[config.mk]
export PLATFORM = sky130hd
export DESIGN_NAME = mmio_bridge
export DESIGN_NICKNAME = d
export VERILOG_FILES = /design/src/rtl/mmio_bridge.sv
export SDC_FILE = /design/constraint.sdc
export NUM_CORES = 1
export LEC_CHECK = 0
export BUFFER_PORTS_ARGS = -buffer_cell sky130_fd_sc_hd__buf_2
export CORE_ASPECT_RATIO = 0.9
export CORE_MARGIN = 4
export CORE_UTILIZATION = 45
export CTS_CLUSTER_SIZE = 20
export DETAILED_ROUTE_END_ITERATION = 7
export HOLD_SLACK_MARGIN = 0.1
export PLACE_DENSITY = 0.79
export SETUP_SLACK_MARGIN = 0.02
export SLEW_MARGIN = 20
export SYNTH_ARGS = -nofsm -noshare
export SYNTH_HDL_FRONTEND = slang
export SYNTH_SLANG_ARGS = --single-unit
export TNS_END_PERCENT = 20
[constraint.sdc]
create_clock -name clk -period 2.72 [get_ports clk]
set_input_delay 0.544 -clock clk [delete_from_list [all_inputs] [get_ports clk]]
set_output_delay 0.544 -clock clk [all_outputs]
set_load 0.005 [all_outputs]
[src/rtl/mmio_bridge.sv]
// Memory-mapped IO bridge: LED output channels with read-back, debounced switch inputs,
// read-data mux and sticky unmapped-access flag. Define MMIO_SW_EDGE_EN for switch edge capture.
module mmio_bridge #(
  parameter logic [31:0] IO_BASE         = 32'hFFFFFC00,
  parameter int          NUM_LED_CH      = 2,
  parameter int          NUM_SW_CH       = 2,
  parameter int          CH_WIDTH        = 16,
  parameter int          DEBOUNCE_CYCLES = 4
) (
  input  logic                            clk,
  input  logic                            rst,
  input  logic                            mem_read,
  input  logic                            mem_write,
  input  logic                            io_read,
  input  logic                            io_write,
  input  logic [31:0]                     addr_in,
  input  logic [31:0]                     m_rdata,
  input  logic [31:0]                     r_wdata,
  input  logic [NUM_SW_CH*CH_WIDTH-1:0]   sw_in,
  output logic [31:0]                     r_data,
  output logic [31:0]                     w_data,
  output logic [NUM_LED_CH*CH_WIDTH-1:0]  led_out,
  output logic                            led_ctrl,
  output logic                            switch_ctrl,
  output logic                            bad_addr
);

  localparam int CntW = $clog2(DEBOUNCE_CYCLES + 1);
  localparam int LedW = NUM_LED_CH * CH_WIDTH;
  localparam int SwW  = NUM_SW_CH * CH_WIDTH;

  logic [LedW-1:0]           led_q, led_d;
  logic [SwW-1:0]            sync1_q, sync2_q;
  logic [SwW-1:0]            stable_q, stable_d;
  logic [NUM_SW_CH*CntW-1:0] cnt_q, cnt_d;
  logic                      bad_addr_q, bad_addr_d;

  logic [NUM_LED_CH-1:0] led_hit;
  logic [NUM_SW_CH-1:0]  sw_hit;
  logic                  mapped;

  // Loads are steered purely by io_read; mem_read carries no extra information here.
  logic unused_mem_read;
  assign unused_mem_read = mem_read;

`ifdef MMIO_SW_EDGE_EN
  logic [NUM_SW_CH-1:0] edge_hit;
  logic [SwW-1:0]       edge_q, edge_d;
`endif

  // Exact word match; any non-zero byte offset falls through as unmapped.
  always_comb begin
    led_hit = '0;
    sw_hit  = '0;
    for (int k = 0; k < NUM_LED_CH; k++) begin
      led_hit[k] = (addr_in == (IO_BASE + 32'h60 + (32'(k) << 2)));
    end
    for (int k = 0; k < NUM_SW_CH; k++) begin
      sw_hit[k] = (addr_in == (IO_BASE + 32'h70 + (32'(k) << 2)));
    end
`ifdef MMIO_SW_EDGE_EN
    edge_hit = '0;
    for (int k = 0; k < NUM_SW_CH; k++) begin
      edge_hit[k] = (addr_in == (IO_BASE + 32'h80 + (32'(k) << 2)));
    end
    mapped = (|led_hit) | (|sw_hit) | (|edge_hit);
`else
    mapped = (|led_hit) | (|sw_hit);
`endif
  end

  assign led_ctrl    = io_write & (|led_hit);
  assign switch_ctrl = io_read & (|sw_hit);
  assign w_data      = mem_write ? r_wdata : 32'h0;
  assign led_out     = led_q;
  assign bad_addr    = bad_addr_q;

  // Read data always reflects registered state, so a same-cycle write is not visible yet.
  always_comb begin
    r_data = m_rdata;
    if (io_read) begin
      r_data = 32'h0;
      for (int k = 0; k < NUM_SW_CH; k++) begin
        if (sw_hit[k]) r_data = 32'(stable_q[k*CH_WIDTH +: CH_WIDTH]);
      end
      for (int k = 0; k < NUM_LED_CH; k++) begin
        if (led_hit[k]) r_data = 32'(led_q[k*CH_WIDTH +: CH_WIDTH]);
      end
`ifdef MMIO_SW_EDGE_EN
      for (int k = 0; k < NUM_SW_CH; k++) begin
        if (edge_hit[k]) r_data = 32'(edge_q[k*CH_WIDTH +: CH_WIDTH]);
      end
`endif
    end
  end

  always_comb begin
    led_d      = led_q;
    stable_d   = stable_q;
    cnt_d      = cnt_q;
    bad_addr_d = bad_addr_q | ((io_read | io_write) & ~mapped);
    for (int k = 0; k < NUM_LED_CH; k++) begin
      if (io_write && led_hit[k]) led_d[k*CH_WIDTH +: CH_WIDTH] = r_wdata[CH_WIDTH-1:0];
    end
    // Any return of sync2 to the accepted value restarts the stability count.
    for (int k = 0; k < NUM_SW_CH; k++) begin
      if (sync2_q[k*CH_WIDTH +: CH_WIDTH] == stable_q[k*CH_WIDTH +: CH_WIDTH]) begin
        cnt_d[k*CntW +: CntW] = '0;
      end else if (cnt_q[k*CntW +: CntW] == CntW'(DEBOUNCE_CYCLES - 1)) begin
        stable_d[k*CH_WIDTH +: CH_WIDTH] = sync2_q[k*CH_WIDTH +: CH_WIDTH];
        cnt_d[k*CntW +: CntW]            = '0;
      end else begin
        cnt_d[k*CntW +: CntW] = cnt_q[k*CntW +: CntW] + CntW'(1);
      end
    end
  end

`ifdef MMIO_SW_EDGE_EN
  // Clear is applied before set so a coincident rise survives.
  always_comb begin
    edge_d = edge_q;
    for (int k = 0; k < NUM_SW_CH; k++) begin
      if (io_write && edge_hit[k]) begin
        edge_d[k*CH_WIDTH +: CH_WIDTH] = edge_q[k*CH_WIDTH +: CH_WIDTH] & ~r_wdata[CH_WIDTH-1:0];
      end
    end
    edge_d = edge_d | (stable_d & ~stable_q);
  end

  always_ff @(posedge clk) begin
    if (rst) edge_q <= '0;
    else     edge_q <= edge_d;
  end
`endif

  always_ff @(posedge clk) begin
    if (rst) begin
      led_q      <= '0;
      sync1_q    <= '0;
      sync2_q    <= '0;
      stable_q   <= '0;
      cnt_q      <= '0;
      bad_addr_q <= 1'b0;
    end else begin
      led_q      <= led_d;
      sync1_q    <= sw_in;
      sync2_q    <= sync1_q;
      stable_q   <= stable_d;
      cnt_q      <= cnt_d;
      bad_addr_q <= bad_addr_d;
    end
  end

endmodule
# Yosys cells after proc, flatten, opt, wreduce, memory -nomap -nowiden
# Cells that the tools add are included.
[classes]
n_addsub = 2
eq_ne = 8
muxes = 6
bitwise = 9
reduce_logical = 8
[ops]
columns = ["cell", "count"]
rows = [
  ["two-way mux 32 bit", 5],
  ["equality test 32 bit, second input constant", 4],
  ["equality test 16 bit", 2],
  ["two-way mux 16 bit", 1],
  ["adder 3 x 1 -> 3 bit, second input constant", 2],
  ["equality test 3 x 2 -> 1 bit, second input constant", 2],
  ["OR reduction 3 bit", 2],
  ["AND reduction 2 bit", 2],
  ["OR reduction 2 bit", 2],
  ["AND 1 bit", 3],
  ["NOT 1 bit", 3],
  ["bitwise OR 1 bit", 3],
  ["logical AND 1 bit", 2],
]
[totals]
regBits = 135
input_bits = 134
wordCells = 42

# Logic depth before layout (Yosys ltp)
[logic_depth]
word_depth = 6
mapped_depth = 6

# Worst setup path before layout
# No wires, ideal clock.
[synth_timing]
path_type = "input to output"
start = "input port addr_in[1]"
end = "output port r_data[12]"
arrival_ns = 1.839
required_ns = 2.176
path_slack_ns = 0.337
stages = 4
n_path_buf = 0
cell_sequence = "or2_4 or3_1 mux4_2 a31o_2"
[synth_via]
elab_chain_len = 6
elab_cells_between_ends = 9
cone_classes = "4 x eq/ne; 5 x mux"
[synth_lines]
columns = ["item", "line", "rtl"]
rows = [
  ["from (decl)", "16", "input logic [31:0] addr_in,"],
  ["equality test 32 bit", "59", "sw_hit[k] = (addr_in == (IO_BASE + 32'h70 + (32'(k) << 2)));"],
  ["two-way mux 16 bit", "84", "if (sw_hit[k]) r_data = 32'(stable_q[k*CH_WIDTH +: CH_WIDTH]);"],
  ["two-way mux 32 bit", "84", ""],
  ["two-way mux 32 bit", "87", "if (led_hit[k]) r_data = 32'(led_q[k*CH_WIDTH +: CH_WIDTH]);"],
  ["two-way mux 32 bit (*)", "87", ""],
  ["two-way mux 32 bit (*)", "81", "if (io_read) begin"],
  ["to (decl)", "20", "output logic [31:0] r_data,"],
]
# Every way passes the cells marked *; elsewhere a longest branch is shown, timed or not.

# Worst setup path after layout
[layout_timing]
start = "input port addr_in[1]"
end = "output port r_data[9]"
# The elaborated chain is that of the path after synthesis.

==> flow_summary.toml <==
[global_routing]
grt_pass1_wl_mm = 26.08
grt_use_total_pct = 21.32
grt_start_max_net_pins = 54
grt-ovfl-total = 0
grt_pass1_vias = 4763
antenna_found_initial = 0

[final_layout]
final_area_um2 = 8094
final_util_pct = 60.35
num_antenna_cells = 0
area_growth_pct = 30.29
drive_gt1_share_pct = 35.89
nets = 962

[worst_setup_path]
critical_path.cell_chain = "buf_2 > or2_4 > or3_1 > mux4_2 > a31o_4 > buf_2"
worstPathMaxFanout = 7
crit_buf_inv = 2
startpoint_type = "input pin"
r2r_end = "stable_q[13]"
path_delay_family = "simple AND/OR/NAND/NOR gates"
crit_path_max_incr_delay_ps = 470
worstPathRequired_ps = 2180
r2r-start = "cnt_q[0]"
critPathKind = "in -> out"
cp-end-kind = "primary output"
cp_common_cell = "buf_2"
r2r_slack_ps = 750
slowest_stage = "mux4_2"
r2r_cells = 4
cp.arrival_ps = 2120

[logic_synthesis]
synthCells = 603
synth_area_um2 = 6212
synth.area.mux_share_pct = 16.11
yosysMostFrequentCell = "dfxtp_1"
synthFlopType = "dfxtp_1"
ys_top_cells_by_count = "135 x dfxtp_1, 112 x nand2b_1, 87 x nor2b_1"
ys_ff_latch = 135
avgSynthCellArea_um2 = 10.30
ys_warn_count = 0
synth-simple-area-share_pct = 29.02
synth_cell_types = 32
synth_compound_area_share_pct = 2.457
ys_top_cells_by_area = "dfxtp_1 44%, nand2b_1 11%, mux2i_1 10%, nor2b_1 8.8%, mux4_2 5.8%"
synth_top_family_by_area = "simple AND/OR/NAND/NOR gates"
synth-edff-count = 0
synth_adder_area_share_pct = 0.8056
synth_top_area_share_pct = 43.50
yosysSeqAreaShare_pct = 43.50
synth-xor-area-share_pct = 4.512
yosysTopAreaCell = "dfxtp_1"
async_flop_share_pct = 0
syn_nets = 741

[floorplan]
rows = 40
ioPinCount = 233
start_util_pct = 46.32
fp.dieW_um = 131.9
die_height_um = 119.5
fp.dieArea_um2 = 15750
fp.coreArea_um2 = 13410

[power_and_ir_drop]
power.total_mw = 4.636
combPwrFrac_pct = 10.5
p_int_mw = 3.556
switchingPower_mw = 1.081
irDropWorstVdd_mv = 0.4271
p_leak_nw = 3.641
p_sw_share_pct = 23.31
seq_power_share_pct = 44.8
clock_power_share_pct = 44.7
power_density_nw_per_um2 = 572.8

[clock_tree]
h-tree-depth = 4
clock_path_buffers = 2
cts-root-buf = "clkbuf_16"
clk_latency_ps = 410
cts_made_buffers = 17
clk_pin_slew_ps = 60
cts_tree = "yes"
cts.sinks = 135
cts_hold_buf = 0

[sta]
period_share_pct = 98.10
grt_setup_unrepaired = "true"
hold_viol_final = 0
fmax_mhz = 374.8
slew_headroom_pct = 29.18
drv_slew = 0
finClkSkew_ps = 4.599
finalCriticalPeriod_ps = 2668
worst_slew_pin_slew_ps = 1062
setup_viol = 0

[min_path]
hold_class = "in -> reg"
min_to = "sync1_q[10]"
min_from = "sw_in[10]"
worstHoldPathCells = 2

[detailed_routing]
drt-total-wl_mm = 16.92
drc = 0
drt_iter0_drc = 285
ant_nets = 0
drt_pass1_iterations = 5
routed_via_density = 4.864
wl_per_cell_um = 16.85
vias = 4883

[placed_design]
postPlaceCellArea_um2 = 7548
hpwl_mm = 13.11
port_buffers = 231
place.gp.congestion = 0.9236

[run]
drv_cap = 0

[status]
status = "finished, final reports clean"
==> kinds of logic (layout without fill, tap and decap cells) <==
family                   count (synthesis)  after routing
multiplexers                            80             80
AO/OA/AOI/OAI                           20             20
XOR/XNOR                                32             32
flip-flops                             135            135
buffers and inverters                   52            285
adder cells (fa/ha/maj)                  4              4
AND/OR/NAND/NOR                        280            280
==> cell usage in the layout (no fill, tap or decap), types with 7 or more instances in the layout <==
master     instances
buf_2            230
dfxtp_1          135
nand2b_1         112
nor2b_1           87
mux2i_1           64
and2_1            33
xnor2_1           32
clkbuf_16         17
mux4_2            16
nand4_1           13
inv_1             12
nand2_1           11
o22ai_1           10
buf_4              7
==> stage by stage <==
stage | TNS [ps] | std cells | hold WS (ps) | worst slack [ps]
after floorplan | 0 | 603 | 408.0 | 337.2
after global placement | 0 | 973 | 418.4 | 50.82
after detailed placement | 0 | 973 | 420.4 | 36.46
after CTS | 0 | 1004 | 327.1 | 21.79
after global routing | -14.60 | 1004 | 331.7 | -7.687
final | 0 | 1004 | 342.5 | 51.62
==> worst max-delay path by stage <==
stage | startpoint | endpoint | slack (ps) | depth (start not counted)
finish | addr_in[1] | r_data[9] | 50 | 6
global route | addr_in[3] | r_data[9] | -8 | 6
CTS | addr_in[7] | r_data[9] | 20 | 6
detailed placement | addr_in[7] | r_data[9] | 40 | 6
global placement | addr_in[1] | r_data[9] | 50 | 6
floorplan | addr_in[1] | r_data[12] | 340 | 4
==> worst register-to-register path, cell delays in order (launching register included) <==
cell and delay [ps]:
dfxtp_1 340, ha_1 160, ha_1 210, o41a_1 890, mux2i_1 290
==> power groups by stage <==
stage	combinational [mW]	sequential [mW]	clock, mW
2_1_floorplan	0.282	2.11	0
3_3_place_gp	0.483	2.12	0
3_5_place_dp	0.488	2.12	0
4_1_cts	0.493	2.08	2.11
5_1_grt	0.538	2.08	2.21
6_report	0.488	2.08	2.07
==> layout make-up <==
type                            instances  area (um^2)
Multi-Input combinational cell        416         3296
Inverter                               12        45.04
Sequential cell                       135         2703
Fill cell                            1126         5319
Clock inverter                         13        107.6
Clock buffer                           18        429.2
Timing Repair Buffer                  242         1304
Tap cell                              168        210.2
==> flip-flops by register name (all words and copies together), names as in the netlist <==
register	count
led_out	32
stable_q	32
sync1_q	32
sync2_q	32
cnt_q	6
bad_addr	1
==> layer usage <==
layer / routed length (um) / vias to the layer above / global-route usage [%]
met5: 0 / - / 0
met4: 407 / 0 / 9.121
met3: 1335 / 19 / 7.348
met2: 8728 / 171 / 37.76
met1: 6446 / 2242 / 23.22
li1: - / 2451 / -
==> timing repair <==
item / in CTS / in global routing
buffers inserted: 0 / 0
endpoints found under the setup margin: 0 / 5
resized for setup: 0 / 1
hold endpoints to repair: 0 / 0
No activity file was read; power rests on OpenSTA's default activity.
